[config.mk]
export PLATFORM = sky130hd
export DESIGN_NAME = i2s_rx
export DESIGN_NICKNAME = d
export VERILOG_FILES = /design/src/rtl/i2s_rx.sv
export SDC_FILE = /design/constraint.sdc
export NUM_CORES = 1
export LEC_CHECK = 0
export CORE_MARGIN = 10
export CORE_UTILIZATION = 42
export DETAILED_ROUTE_END_ITERATION = 7
export PLACE_DENSITY_LB_ADDON = 0.2
export SYNTH_ARGS = -nofsm -noshare
export SYNTH_HDL_FRONTEND = slang
export SYNTH_SLANG_ARGS = --single-unit
[constraint.sdc]
create_clock -name clk_i -period 2.65 [get_ports clk_i]
set_clock_uncertainty 0.2 [all_clocks]
set_input_delay 0.53 -clock clk_i [delete_from_list [all_inputs] [get_ports clk_i]]
set_output_delay 0.53 -clock clk_i [all_outputs]
set_load 0.005 [all_outputs]
[src/rtl/i2s_rx.sv]
// I2S receiver: oversamples SCK/WS/SD on clk_i, deserialises one left and one
// right word per frame, and presents the stereo pair through a valid/ready
// handshake. A pair that completes while the previous pair is still unaccepted
// is dropped and flagged; a WS edge before a word completes drops the frame and
// the receiver re-aligns on the next left-channel WS edge.
module i2s_rx #(
  parameter int   DATA_WIDTH = 24,
  parameter int   SLOT_BITS  = 32,
  parameter logic WS_POL     = 1'b0
) (
  input  logic                  clk_i,
  input  logic                  rst_i,
  input  logic                  sck_i,
  input  logic                  ws_i,
  input  logic                  sd_i,
  output logic [DATA_WIDTH-1:0] left_o,
  output logic [DATA_WIDTH-1:0] right_o,
  output logic                  valid_o,
  input  logic                  ready_i,
  output logic                  overrun_o,
  output logic                  sync_err_o
);

  localparam int CW = $clog2(SLOT_BITS + 1);
  localparam logic [CW-1:0] CNT_MAX  = CW'(SLOT_BITS);
  localparam logic [CW-1:0] CNT_LAST = CW'(DATA_WIDTH);
  localparam logic [CW-1:0] CNT_DONE = CW'(DATA_WIDTH + 1);

  typedef enum logic [1:0] {
    ST_SYNC,
    ST_LEFT,
    ST_RIGHT
  } state_t;

  // Input pipelines (identical depth keeps SCK, WS and SD aligned)
  logic [1:0] sck_pipe, ws_pipe, sd_pipe;
  logic       sck_prev, ws_prev;
  logic       sck_p, ws_p, sd_p;
  logic       sck_rise, ws_edge;

  // Frame tracking
  state_t                state_q, state_d;
  logic                  sync_err_d;
  logic [CW-1:0]         cnt_q;
  logic [DATA_WIDTH-2:0] shift_q;
  logic [DATA_WIDTH-1:0] shift_nx;
  logic [DATA_WIDTH-1:0] left_hold;
  logic                  left_ok;
  logic                  cap_en;
  logic                  last_bit;

  // Completed pair waiting for the output stage
  logic                  pair_pend;
  logic [DATA_WIDTH-1:0] pair_right;

  // Two-flop pipeline on every I2S line plus one history flop for edge detection
  always_ff @(posedge clk_i) begin
    // NOTE: sequential state uses non-blocking assignments so every flop
    // samples the pre-edge value of its neighbour, regardless of statement order.
    if (rst_i) begin
      sck_pipe <= '0;
      ws_pipe  <= '0;
      sd_pipe  <= '0;
      sck_prev <= 1'b0;
      ws_prev  <= 1'b0;
    end else begin
      sck_pipe <= {sck_pipe[0], sck_i};
      ws_pipe  <= {ws_pipe[0], ws_i};
      sd_pipe  <= {sd_pipe[0], sd_i};
      sck_prev <= sck_pipe[1];
      ws_prev  <= ws_pipe[1];
    end
  end

  assign sck_p    = sck_pipe[1];
  assign ws_p     = ws_pipe[1];
  assign sd_p     = sd_pipe[1];
  assign sck_rise = sck_p & ~sck_prev;
  assign ws_edge  = ws_p ^ ws_prev;

  // Bit capture window: count 0 is the previous slot's LSB, counts beyond
  // DATA_WIDTH are slot padding.
  assign cap_en   = sck_rise && !ws_edge && (state_q != ST_SYNC) &&
                    (cnt_q != '0) && (cnt_q <= CNT_LAST);
  assign last_bit = cap_en && (cnt_q == CNT_LAST);
  assign shift_nx = {shift_q, sd_p};

  // Next-state logic: channel alternation on WS edges, resync on short slots
  always_comb begin
    // NOTE: every output of this block gets a default first, so no path can
    // leave it unassigned and infer a latch.
    state_d    = state_q;
    sync_err_d = 1'b0;
    case (state_q)
      ST_SYNC: begin
        if (ws_edge && (ws_p == WS_POL)) state_d = ST_LEFT;
      end
      ST_LEFT: begin
        if (ws_edge) begin
          if (cnt_q < CNT_DONE) begin
            state_d    = ST_SYNC;
            sync_err_d = 1'b1;
          end else begin
            state_d = ST_RIGHT;
          end
        end
      end
      ST_RIGHT: begin
        if (ws_edge) begin
          if (cnt_q < CNT_DONE) begin
            state_d    = ST_SYNC;
            sync_err_d = 1'b1;
          end else begin
            state_d = ST_LEFT;
          end
        end
      end
      default: state_d = ST_SYNC;
    endcase
  end

  // Frame state, bit counter, shift register and channel holding registers
  always_ff @(posedge clk_i) begin
    if (rst_i) begin
      state_q    <= ST_SYNC;
      sync_err_o <= 1'b0;
      cnt_q      <= '0;
      shift_q    <= '0;
      left_hold  <= '0;
      left_ok    <= 1'b0;
      pair_pend  <= 1'b0;
      pair_right <= '0;
    end else begin
      state_q    <= state_d;
      sync_err_o <= sync_err_d;
      pair_pend  <= 1'b0;

      if (ws_edge) begin
        cnt_q <= '0;
      end else if (sck_rise && (cnt_q != CNT_MAX)) begin
        cnt_q <= cnt_q + CW'(1);
      end

      if (cap_en) shift_q <= shift_nx[DATA_WIDTH-2:0];

      // A left word is only usable by the right word of the same frame:
      // forget it on resync and at the start of every new frame.
      if ((state_d == ST_SYNC) || ((state_q == ST_RIGHT) && (state_d == ST_LEFT))) begin
        left_ok <= 1'b0;
      end else if (last_bit && (state_q == ST_LEFT)) begin
        left_hold <= shift_nx;
        left_ok   <= 1'b1;
      end

      if (last_bit && (state_q == ST_RIGHT) && left_ok) begin
        pair_pend  <= 1'b1;
        pair_right <= shift_nx;
      end
    end
  end

  // Output stage: load a completed pair when the slot is free or being emptied
  always_ff @(posedge clk_i) begin
    if (rst_i) begin
      left_o    <= '0;
      right_o   <= '0;
      valid_o   <= 1'b0;
      overrun_o <= 1'b0;
    end else begin
      overrun_o <= 1'b0;
      if (pair_pend) begin
        if (!valid_o || ready_i) begin
          left_o  <= left_hold;
          right_o <= pair_right;
          valid_o <= 1'b1;
        end else begin
          overrun_o <= 1'b1;
        end
      end else if (valid_o && ready_i) begin
        valid_o <= 1'b0;
      end
    end
  end

endmodule

==> results of run 1 <==
==> metrics by stage <==
stage / worst slack (ps) / instance area [um^2]
2_1_floorplan: 544.6 / 5311
3_3_place_gp: 458.9 / 6000
3_5_place_dp: 344.8 / 6000
4_1_cts: 315.8 / 6598
5_1_grt: 162.8 / 6598
6_report: 335.5 / 6598
==> flip-flops by register name (all words and copies together), names as in the netlist <==
name        cells
left_hold      24
left_o         24
pair_right     24
right_o        24
shift_q        23
cnt_q           6
sck_pipe        2
sd_pipe         2
state_q         2
ws_pipe         2
left_ok         1
overrun_o       1
pair_pend       1
sck_prev        1
sync_err_o      1
valid_o         1
ws_prev         1
==> cell type report <==
class,count,area (um^2)
clock inverters,6,82.58
fillers,1228,5919
clock buffers,25,515.5
inverters,7,26.28
multi-input cells,410,2285
flip-flops and latches,140,2803
well taps,172,215.2
repair buffers,66,670.6
==> worst max-delay path, cell delays in order (launching register included) <==
cell and delay, ps:
dfxtp_1 370, inv_1 80, ha_1 290, nor4b_4 410, nor3b_2 230, o31a_1 200, buf_12 210, mux2i_1 230
==> power by group <==
part	internal (mW)	total, mW	switching (mW)
registers	2.11	2.12	0.00423
logic	0.0334	0.0830	0.0496
clock network	1.53	2.37	0.840
==> final timing paths <==
| kind | start | endpoint | cells past startpoint |
|---|---|---|---|
| setup / recovery | state_q[0] | left_hold[17] | 7 |
| hold / removal | sd_pipe[0] | sd_pipe[1] | 1 |
| setup reg to reg | state_q[0] | left_hold[17] | 7 |
| hold reg to reg | sd_pipe[0] | sd_pipe[1] | 1 |
==> routing by layer <==
layer | track usage, % | vias up
met5 | 0 | -
met4 | 5.868 | 0
met3 | 4.807 | 16
met2 | 18.55 | 65
met1 | 17.55 | 1881
li1 | - | 2035
==> synth_stat cells, drive strengths merged <==
| master | number | area share [%] |
|---|---|---|
| nor2b | 9 | 1.1 |
| o21ba | 1 | 0.31 |
| xnor2 | 2 | 0.33 |
| xor2 | 3 | 0.49 |
| or4 | 1 | 0.14 |
| nor4b | 1 | 0.45 |
| and2 | 2 | 0.24 |
| nor4 | 1 | 0.12 |
| nand4 | 2 | 0.24 |
| a41oi | 1 | 0.16 |
| nand2 | 148 | 10 |
| mux2i | 47 | 8.9 |
| o211ai | 1 | 0.24 |
| o31a | 1 | 0.16 |
| nand3 | 4 | 0.38 |
| nor3b | 1 | 0.24 |
| nor3 | 4 | 0.38 |
| ha | 7 | 1.6 |
| a21oi | 80 | 7.5 |
| inv | 7 | 0.49 |
| o21ai | 1 | 0.094 |
| nor2 | 36 | 2.5 |
| a31oi | 1 | 0.12 |
| clkbuf | 27 | 1.9 |
| dfxtp | 140 | 53 |
| buf | 11 | 1.8 |
| and3 | 3 | 0.40 |
| a2111oi | 1 | 0.16 |
| nand2b | 52 | 6.3 |
==> kinds of logic after synthesis <==
group           after synthesis  synth area share (%)
compound gates               87                 8.787
mux                          47                 8.857
xor+xnor                      5                0.8247
buf+inv                      45                 4.217
simple gates                264                 22.90
fa+ha+maj                     7                 1.649
flops                       140                 52.77
==> results.ini, run 1 <==
[outcome]
outcome = finished, final reports clean

[clocking]
cts.repair.resized = 0
cts_hold_buf = 0
cts_tree = yes
cts.sinks = 140
numCtsBuffers = 17
ctsHtreeMaxLevel = 4
clk-insertion-delay-late_ps = 420
clock-root-buffer = clkbuf_16
clock_path_buffers = 2
post_cts_buffers = 0
clk_pin_slew_ps = 60

[placed_design]
place_inst = 795
dpl.hpwl_mm = 7.487
globalplace.congestion = 0.7733
io_buffers = 56

[power_and_ir_drop]
p_per_area_nw_per_um2 = 691.9
p_leak_nw = 2.381
irDropWorstVdd_v = 0.0004158
p_total_mw = 4.565

[routing]
wl_met1_mm = 5.812
drt_iter0_drc = 218
first_pass_iters = 4
wl_mm = 11.30
via_count = 3997
route.met2.wl_mm = 4.730
met3_length_um = 550
detail_route.vias_per_cell = 4.839
top_layer = met4
wl_per_cell_um = 13.68
drc_errors = 0
antenna_left = 0

[finish]
drive_gt1_share_pct = 7.187
syn_to_final_growth_pct = 24.22
mostFrequentLayoutCell = nand2_1
n_antenna_cell = 0
layout_common_cells = nand2_1, dfxtp_1, a21oi_1, clkdlybuf4s50_1, nand2b_1
fin_nets = 655
fin_cells = 826
utilization_pct = 52.71

[setup_path]
worst-setup-path-type = flip-flop to flip-flop
crit_arrival_ps = 2450
cp-start-kind = flip-flop
cp.required_ps = 2780
rrSetupSlack_ps = 340
setup.worst_path.end_class = flip-flop
path_max_fanout = 24

[sta]
final_max_slew_viol_count = 0
rsz0062_at_grt = false
tns_ps = 0
fin_crit_ps = 2314
setup_viol = 0
holdWs_ps = 241.5
slew_headroom_pct = 64.91
period_share_pct = 87.34
max_freq_ghz = 0.4321
hold_violations = 0
worst-slew-pin-transition_ps = 525.3

[die]
die-area_um2 = 17540
die_w_um = 132.5
io_pins = 57
die-height_um = 132.5
rows = 41
start_util_pct = 42.43
core_um2 = 12520

[grt]
grt_pass1_vias = 3903
antenna_found_initial = 0
grt_max_degree = 64
grt_use_total_pct = 13.17
grt_overflow_total = 0
grt_pass1_wl_mm = 19.29

[logic_synthesis]
synth_fp_nets = 608
avgSynthCellArea_um2 = 8.927
syn_inst = 595
seq_area_frac_synth_pct = 52.77
yosysWarningCount = 0
ys_types = 35
ys_ff_latch = 140
netlist_area_um2 = 5311

[flow_run]
maxCapViolCount = 0

[min_path]
hp-class = flip-flop to flip-flop

Note: power is estimated with default switching activity, not from simulation.
==> inputs of run 2 (changes only) <==
--- a/config.mk
+++ b/config.mk
@@ -11,2 +11,3 @@
 export PLACE_DENSITY_LB_ADDON = 0.2
+export SETUP_SLACK_MARGIN = 0.05
 export SYNTH_ARGS = -nofsm -noshare
==> constraint.sdc (replaced) <==
create_clock -name clk_i -period 2.65 [get_ports clk_i]
set_clock_uncertainty 0.2 [all_clocks]
set_input_delay 0.265 -clock clk_i [delete_from_list [all_inputs] [get_ports clk_i]]
set_output_delay 0.265 -clock clk_i [all_outputs]
set_load 0.005 [all_outputs]
==> run 2 against run 1 <==
  * Sequential share of layout area decreased by 0.22 points
  * Worst hold slack worse by 150 ps
  * Cell area up 0.51%
  * Die area stayed put
  * Maximum frequency increased by 0.10%
==> results.ini, run 2 (synthesized netlist as in run 1, its figures left out) <==
[sta]
period_share_pct = 87.25
worst-slew-pin-transition_ps = 508.3
rsz0062_at_grt = false
fin_crit_ps = 2312
setup_viol = 0
setup_ws_ps = 337.9
holdWs_ps = 95.54
final_max_slew_viol_count = 0
tns_ps = 0
slew_headroom_pct = 66.05
max_freq_ghz = 0.4325
hold_violations = 0

[placed_design]
placed_area_um2 = 6000
pre_cts_ws_ps = 350.7
globalplace.congestion = 0.7248
place_inst = 795
dpl.hpwl_mm = 7.424
io_buffers = 56

[grt]
grt_use_total_pct = 13.23
grt_overflow_total = 0
grt_pass1_wl_mm = 19.33
antenna_found_initial = 0
grt_max_degree = 56
grt_pass1_vias = 3903

[routing]
drt_iter0_drc = 248
first_pass_iters = 4
antenna_left = 0
detail_route.vias_per_cell = 4.776
via_count = 3945
wl_per_cell_um = 13.64
wl_mm = 11.27
drc_errors = 0

[setup_path]
cp-start-kind = flip-flop
setup.worst_path.end_class = flip-flop
cp.required_ps = 2780
crit_arrival_ps = 2450
path_max_fanout = 24
worst-setup-path-type = flip-flop to flip-flop

[finish]
mostFrequentLayoutCell = nand2_1
syn_to_final_growth_pct = 24.85
fin_area_um2 = 6631
drive_gt1_share_pct = 7.187
n_antenna_cell = 0
fin_nets = 655
layout_common_cells = nand2_1, dfxtp_1, a21oi_1, clkdlybuf4s50_1, nand2b_1
utilization_pct = 52.98
fin_cells = 826

[outcome]
outcome = finished, final reports clean

[flow_run]
maxCapViolCount = 0

[clocking]
clock-root-buffer = clkbuf_16
post_cts_buffers = 0
clk-insertion-delay-late_ps = 410
cts.sinks = 140
clock_path_buffers = 2
ctsHtreeMaxLevel = 4
cts.repair.resized = 0
numCtsBuffers = 17
cts_hold_buf = 0
cts_tree = yes
clk_pin_slew_ps = 50

[power_and_ir_drop]
p_total_mw = 4.688
p_leak_nw = 2.397
p_per_area_nw_per_um2 = 706.9
irDropWorstVdd_v = 0.0003818

[die]
rows = 41
die_w_um = 132.5
die-height_um = 132.5
io_pins = 57
start_util_pct = 42.43
die-area_um2 = 17540
core_um2 = 12520

[min_path]
hp-class = input pin to flip-flop

[run 2: worst max-delay path: stages, from the launching register on]
cell and delay [ps]:
dfxtp_1 380, inv_1 90, ha_1 290, nor4b_4 420
nor3b_2 230, o31a_1 200, buf_12 210, mux2i_1 210
[run 2: layout make-up]
cell class | count | area [um^2]
Timing Repair Buffer | 66 | 670.6
Inverter | 7 | 26.28
Clock buffer | 26 | 529.3
Sequential cell | 140 | 2803
Multi-Input combinational cell | 410 | 2285
Clock inverter | 5 | 102.6
Tap cell | 172 | 215.2
Fill cell | 1196 | 5886
[run 2: path summary, 6_finish.rpt]
| path | from | end | slack, ps | cells past startpoint |
|---|---|---|---|---|
| hold reg to reg | sck_pipe[0] | sck_pipe[1] | 230 | 1 |
| setup reg to reg | state_q[0] | left_hold[4] | 340 | 7 |
| hold / removal | rst_i | ws_prev | 100 | 2 |
| setup / recovery | state_q[0] | left_hold[4] | 340 | 7 |
[run 2: routing by layer]
| layer | global-route usage [%] | vias to the layer above | routed length, um |
|---|---|---|---|
| met5 | 0 | - | 0 |
| met4 | 5.501 | 0 | 196 |
| met3 | 5.223 | 17 | 678 |
| met2 | 18.44 | 72 | 4643 |
| met1 | 17.70 | 1825 | 5745 |
| li1 | - | 2031 | - |
[run 2: where the power goes]
group,internal (mW),switching (mW)
Sequential,2.11,0.00411
Combinational,0.0353,0.0500
Clock,1.65,0.836
==> inputs of run 3 (changes only) <==
- CAP_MARGIN: not set -> 20
- SLEW_MARGIN: not set -> 20
==> results of run 3 <==
Same layout as run 2: the final DEF is identical, and so are final timing and power.
